$ cat config.mk
export PLATFORM = sky130hd
export DESIGN_NAME = quad_decoder
export DESIGN_NICKNAME = d
export VERILOG_FILES = /design/src/rtl/quad_pkg.sv /design/src/rtl/quad_input_filter.sv /design/src/rtl/quad_decoder.sv
export SDC_FILE = /design/constraint.sdc
export NUM_CORES = 1
export LEC_CHECK = 0
export ABC_AREA = 1
export CAP_MARGIN = 5
export CORE_MARGIN = 4
export CORE_UTILIZATION = 40
export CTS_BUF_LIST = sky130_fd_sc_hd__clkbuf_8
export DETAILED_ROUTE_END_ITERATION = 12
export PLACE_DENSITY = 0.65
export RECOVER_POWER = 25
export SETUP_SLACK_MARGIN = 0.4
export SYNTH_ARGS = -nofsm -noshare
export SYNTH_HDL_FRONTEND = slang
export SYNTH_SLANG_ARGS = --single-unit
$ cat constraint.sdc
create_clock -name clk -period 3.5 [get_ports clk]
set_clock_uncertainty 0.2 [all_clocks]
set_input_delay 0.7 -clock clk [delete_from_list [all_inputs] [get_ports clk]]
set_output_delay 0.7 -clock clk [all_outputs]
set_load 0.1 [all_outputs]
$ cat src/rtl/quad_pkg.sv
// Shared constants and decode helper for the quadrature decoder.
// Phases are written {B,A}; counting up walks 00 -> 01 -> 11 -> 10 -> 00.
package quad_pkg;

  localparam logic DIR_UP   = 1'b0;
  localparam logic DIR_DOWN = 1'b1;

  localparam logic [1:0] PH_00 = 2'b00;
  localparam logic [1:0] PH_01 = 2'b01;
  localparam logic [1:0] PH_11 = 2'b11;
  localparam logic [1:0] PH_10 = 2'b10;

  typedef enum logic [1:0] {
    EV_NONE,
    EV_UP,
    EV_DOWN,
    EV_ILLEGAL
  } quad_event_e;

  function automatic logic [1:0] next_up(input logic [1:0] phase);
    case (phase)
      PH_00:   return PH_01;
      PH_01:   return PH_11;
      PH_11:   return PH_10;
      default: return PH_00;
    endcase
  endfunction

endpackage

$ cat src/rtl/quad_input_filter.sv
// Two-flop synchronizer followed by a run-length filter: the output only follows
// the synced input after FILTER_LEN consecutive disagreeing samples.
module quad_input_filter #(
  parameter int FILTER_LEN = 3
) (
  input  logic clk,
  input  logic rst,
  input  logic raw,
  output logic filt
);

  localparam int CW = (FILTER_LEN > 1) ? $clog2(FILTER_LEN + 1) : 1;

  logic          sync1;
  logic          sync2;
  logic [CW-1:0] run;

  always_ff @(posedge clk) begin
    if (rst) begin
      sync1 <= 1'b0;
      sync2 <= 1'b0;
      run   <= '0;
      filt  <= 1'b0;
    end else begin
      sync1 <= raw;
      sync2 <= sync1;
      // Any agreeing sample restarts the run, so short glitches never reach filt.
      if (sync2 == filt) begin
        run <= '0;
      end else if (run == CW'(FILTER_LEN - 1)) begin
        filt <= sync2;
        run  <= '0;
      end else begin
        run <= run + CW'(1);
      end
    end
  end

endmodule

$ cat src/rtl/quad_decoder.sv
// Quadrature front end: filters A/B/index, decodes step/direction, keeps the
// position count and the sticky err / idx_seen flags.
module quad_decoder
  import quad_pkg::*;
#(
  parameter int WIDTH      = 8,
  parameter int FILTER_LEN = 3
) (
  input  logic             clk,
  input  logic             rst,
  input  logic             a_in,
  input  logic             b_in,
  input  logic             idx_in,
  input  logic             ena,
  input  logic             load,
  input  logic [WIDTH-1:0] load_val,
  input  logic             idx_zero_en,
  input  logic             clr_err,
  output logic [WIDTH-1:0] count,
  output logic             step,
  output logic             dir,
  output logic             err,
  output logic             idx_seen
);

  logic        a_filt;
  logic        b_filt;
  logic        idx_filt;
  logic [1:0]  cur_ab;
  logic [1:0]  prev_ab;
  logic        idx_prev;
  logic        idx_rise;
  logic        valid_step;
  quad_event_e ev;

  quad_input_filter #(.FILTER_LEN(FILTER_LEN)) u_filt_a (
    .clk(clk), .rst(rst), .raw(a_in), .filt(a_filt)
  );
  quad_input_filter #(.FILTER_LEN(FILTER_LEN)) u_filt_b (
    .clk(clk), .rst(rst), .raw(b_in), .filt(b_filt)
  );
  quad_input_filter #(.FILTER_LEN(FILTER_LEN)) u_filt_idx (
    .clk(clk), .rst(rst), .raw(idx_in), .filt(idx_filt)
  );

  assign cur_ab   = {b_filt, a_filt};
  assign idx_rise = idx_filt & ~idx_prev;

  always_comb begin
    ev = EV_NONE;
    if (cur_ab != prev_ab) begin
      if (cur_ab == next_up(prev_ab))      ev = EV_UP;
      else if (prev_ab == next_up(cur_ab)) ev = EV_DOWN;
      else                                 ev = EV_ILLEGAL;
    end
  end

  assign valid_step = (ev == EV_UP) || (ev == EV_DOWN);

  always_ff @(posedge clk) begin
    if (rst) begin
      prev_ab  <= PH_00;
      idx_prev <= 1'b0;
      count    <= '0;
      step     <= 1'b0;
      dir      <= DIR_UP;
      err      <= 1'b0;
      idx_seen <= 1'b0;
    end else begin
      // prev_ab always follows, so an illegal jump resynchronises the decoder.
      prev_ab  <= cur_ab;
      idx_prev <= idx_filt;
      step     <= ena & valid_step;
      if (ev == EV_UP)   dir <= DIR_UP;
      if (ev == EV_DOWN) dir <= DIR_DOWN;
      if (ev == EV_ILLEGAL) err <= 1'b1;
      else if (clr_err)     err <= 1'b0;
      if (idx_rise) idx_seen <= 1'b1;
      // Load and index-zero override a coincident step; step/dir still report it.
      if (load)                          count <= load_val;
      else if (idx_rise && idx_zero_en)  count <= '0;
      else if (ena && (ev == EV_UP))     count <= count + WIDTH'(1);
      else if (ena && (ev == EV_DOWN))   count <= count - WIDTH'(1);
    end
  end

endmodule

Yosys cells after proc, flatten, opt, wreduce, memory -nomap -nowiden
Cells that the tools add are included.
- add/subtract/negate cells: 5
- $mul: 0
- div/mod/pow operators: 0
- order comparisons: 0
- eq/ne operators: 16
- shifts and indexed selects: 0
- mux-type cells: 16
- bitwise logic cells: 6
- reduce and logical (&&, ||, !) cells: 15
- operator list (kind ; number):
    $mux 8 ; 4
    $eq 2x2->1 const B ; 7
    $pmux 2 s3 ; 2
    $mux 2 ; 5
    $reduce_or 3->1 ; 3
    $add 8x1->8 const B ; 1
    $sub 8x1->8 const B ; 1
    $add 2x1->2 const B ; 3
    $eq 2x1->1 const B ; 3
    $reduce_and 2->1 ; 3
    $mux 1 ; 5
    $eq 2x2->1 ; 2
    $logic_not 2->1 ; 2
    $not 1->1 ; 4
    $reduce_bool 2->1 ; 2
    $reduce_bool 4->1 ; 1
    $eq 1x1->1 ; 3
    $logic_and 1x1->1 ; 3
    $and 1x1->1 ; 2
    $ne 2x2->1 ; 1
    $logic_or 1x1->1 ; 1
- bits in registers: 30
- bits in latches: 0
- RAM bits: 0
- ROM bits: 0
- input bits: 17
- word-level logic and storage cells: 77
- memories: 0

Logic depth before layout (Yosys ltp)
- depth after elaboration: 16
- depth in mapped cells: 14

Cells and area by module
From an unflattened synthesis, not the netlist that was laid out.
- cells, all modules: 216
- area, all modules: 1644.1 µm²
- by module, submodules not included (module ; instances ; cells an instance ; area each (µm²) ; sequential area each (µm²)):
    quad_decoder ; 1 ; 147 ; 1084.8 ; 300.3
    quad_input_filter ; 3 ; 23 ; 186.4 ; 100.1

Worst setup path after synthesis
OpenSTA, ideal clock, no wires.
- kind: reg-to-reg
- start: register count[1]
- end: register count[4]
- setup time: 0.071 ns
- arrival: 2.067 ns
- path slack: 1.163 ns
- cell stages (with the launch flop): 8
- buffers on the path: 0
- path through: dfxtp_1 -> inv_1 -> fa_1 -> nor2_1 -> nor2_1 -> xnor2_1 -> nand2_1 -> a21oi_1
- longest elaborated chain between the ends: 5
- RTL lines (item ; RTL line ; source):
    from (decl) ; quad_decoder.sv:19 ; output logic [WIDTH-1:0] count,
    from (signal assigned) ; quad_decoder.sv:80 ; if (load) count <= load_val;
    from (signal assigned) ; quad_decoder.sv:82 ; else if (ena && (ev == EV_UP)) count <= count + WIDTH'(1);
    from (signal assigned) ; quad_decoder.sv:83 ; else if (ena && (ev == EV_DOWN)) count <= count - WIDTH'(1);
    $sub 8x1->8 ; quad_decoder.sv:83 ;
    $mux 8 ; quad_decoder.sv:83 ;
    $mux 8 * ; quad_decoder.sv:82 ;
    $mux 8 * ; quad_decoder.sv:81 ; else if (idx_rise && idx_zero_en) count <= '0;
    $mux 8 * ; quad_decoder.sv:80 ;
Every way passes the cells marked *; elsewhere a longest branch is shown, timed or not. The select of a mux whose other input is x is not followed.
A chain may end at the register's enable or synchronous reset.

==> impl_metrics.ini <==
[min_path]
min_from = u_filt_idx.sync1
hold_class = reg -> reg

[grt]
grt_max_degree = 18
grt_use_total_pct = 13.5
antenna_found_initial = 0
grt_pass1_wl_um = 5220
gr-total-overflow = 0
grt_pass1_vias = 1202

[routing]
dr_wl_met3_um = 198
vias = 1304
viasPerCell = 4.59
highest_layer = met4
drt-initial-drc-count = 70
wl_met1_um = 1390
ant_nets = 0
drtPass1Iterations = 4
wl_um = 2940
met2_length_um = 1310
drc_errors = 0
wl_per_cell_um = 10.4

[floorplanning]
die_w_um = 70
dieArea_mm2 = 0.00490
start_util_pct = 41.7
io_pins = 29
die_h_um = 70
rows = 22
coreArea_mm2 = 0.00369

[synthesis]
post-synth-top-area-fraction_pct = 39.1
synthAdderAreaFrac_pct = 11.1
yosysSeqAreaShare_pct = 39.1
synth_top_family_by_area = simple AND/OR/NAND/NOR gates
synth_fp_nets = 233
synthSimpleGateAreaFrac_pct = 20.2
ys_top_cells_by_area = dfxtp_1, ha_1, inv_1, a21oi_1, nand2_1
yosysTopAreaCell = dfxtp_1
synthXorXnorAreaFrac_pct = 4.56
synthCells = 203
synth-seq-cells = 30
synth_compound_area_share_pct = 14.5
yosys_warnings = 0
synth_area_mm2 = 0.00154
ys_types = 25
muxShareOfSynthArea_pct = 0
avgSynthCellArea_um2 = 7.57

[placed_design]
place_congestion = 0.916
dpl.hpwl_um = 2250
io_buffers = 28
dp_cells = 276
dpl_cell_area_mm2 = 0.00184

[clock_network]
worstSkewPairLatency_ps = 280
path_clk_slew_ps = 60
post_cts_buffers = 0
h-tree-depth = 2
cts_tree = built
cts_made_buffers = 5
clock-sinks = 30
clk_path_buf_depth = 2
root_buffer = clkbuf_8
postCtsHoldBufs = 0
ctsResizeCount = 0

[setup_path]
worst_ep_required_time_ps = 3460
startpoint = rst
cp-start-kind = input pin
arrival_ps = 2470
crit_path_end_kind = register
rr_startpoint = u_filt_b.filt
path_max_fanout = 17
crit_type = in -> reg

[sta]
rsz0062_at_grt = false
fin_crit_ps = 2510
fin_crit_sh_pct = 71.7
fmax_ghz = 0.398
final_hold_viol_count = 0
tns_ps = 0
relSlewSlack_pct = 45.9
slew_viol_final = 0
worst_slew_pin_slew_ps = 812
final-setup-viol-count = 0

[final_layout]
drive_gt1_share_pct = 12.7
area_growth_pct = 25.1
layout_commonest_cell = inv_1
diodes = 0
nNetsFinal = 265
n_fill_cell = 367
layout_common_cells = inv_1, dfxtp_1, nand2_1
fin_util_pct = 52.2
fin_area_mm2 = 0.00192
layout.cells.non_filler = 284

[pwr]
irDropWorstVdd_uv = 253
power.leakage_nw = 0.915
power_density_mw_per_mm2 = 446
total_power_mw = 0.858

[job]
drv_cap = 0

[outcome]
status = finished clean
[final cells by class]
cell class | instances | area (um^2) | area share [%]
clock inverters | 2 | 8.76 | 0.455
inverters | 38 | 145 | 7.54
well taps | 48 | 60.1 | 3.12
flip-flops and latches | 30 | 601 | 31.2
repair buffers | 29 | 254 | 13.2
multi-input cells | 131 | 773 | 40.2
clock buffers | 6 | 82.6 | 4.29
[worst paths after layout]
check                                        end  slack (ps)  depth (start not counted)
worst max-delay path               u_filt_a.filt         990                          5
worst min-delay path            u_filt_idx.sync2         200                          2
worst max register to register          count[7]        1000                         14
worst min register to register  u_filt_idx.sync2         200                          2
[flip-flops by register name, summed over array words and instances (netlist names), 2 cells and up]
signal	flops
u_filt_a.run	2
u_filt_b.run	2
prev_ab	2
count	8
u_filt_idx.run	2
[metal layers]
metal	track usage (%)	vias to the layer above
li1	-	708
met1	16.4	568
met2	20.9	23
met3	5.90	5
met4	5.11	0
met5	0	-
[cells by family after synthesis]
| family | Yosys count |
|---|---|
| simple gates | 69 |
| buf+inv | 42 |
| compound gates | 41 |
| flops | 30 |
| fa+ha+maj | 13 |
| xor+xnor | 8 |
[power breakdown]
group	switching (mW)	leakage [nW]	internal (mW)	total (mW)
combinational	0.141	0.617	0.0711	0.212
sequential	0.0105	0.245	0.355	0.366
clock	0.124	0.0524	0.155	0.279
[synth_stat cells]
| library cell | number |
|---|---|
| inv_1 | 34 |
| a211oi_2 | 1 |
| ha_1 | 12 |
| a21oi_1 | 24 |
| nor2_1 | 25 |
| or2_1 | 1 |
| o21ai_1 | 7 |
| xnor2_1 | 6 |
| dfxtp_1 | 30 |
| nand4_1 | 1 |
| buf_1 | 1 |
| nand2_4 | 1 |
| xor2_1 | 2 |
| inv_2 | 3 |
| o21ai_0 | 5 |
| nand3_1 | 7 |
| nand2_2 | 3 |
| o211ai_1 | 3 |
| inv_4 | 1 |
| fa_1 | 1 |
| nor2_8 | 1 |
| nand2_1 | 29 |
| nand3_2 | 1 |
| buf_2 | 3 |
| a22oi_1 | 1 |
[stage by stage]
stage	hold slack [ps]	setup slack [ps]
floorplan	188	1160
global placement	189	854
detailed placement	195	786
CTS	205	994
global route	226	643
finish	203	990
[worst max-delay path, stage by stage]
cell	delay [ps]
dlygate4sd3_1	520
clkbuf_1	610
inv_1	400
o21ai_0	180
a21oi_1	60
(Power assumes the default switching activity.)
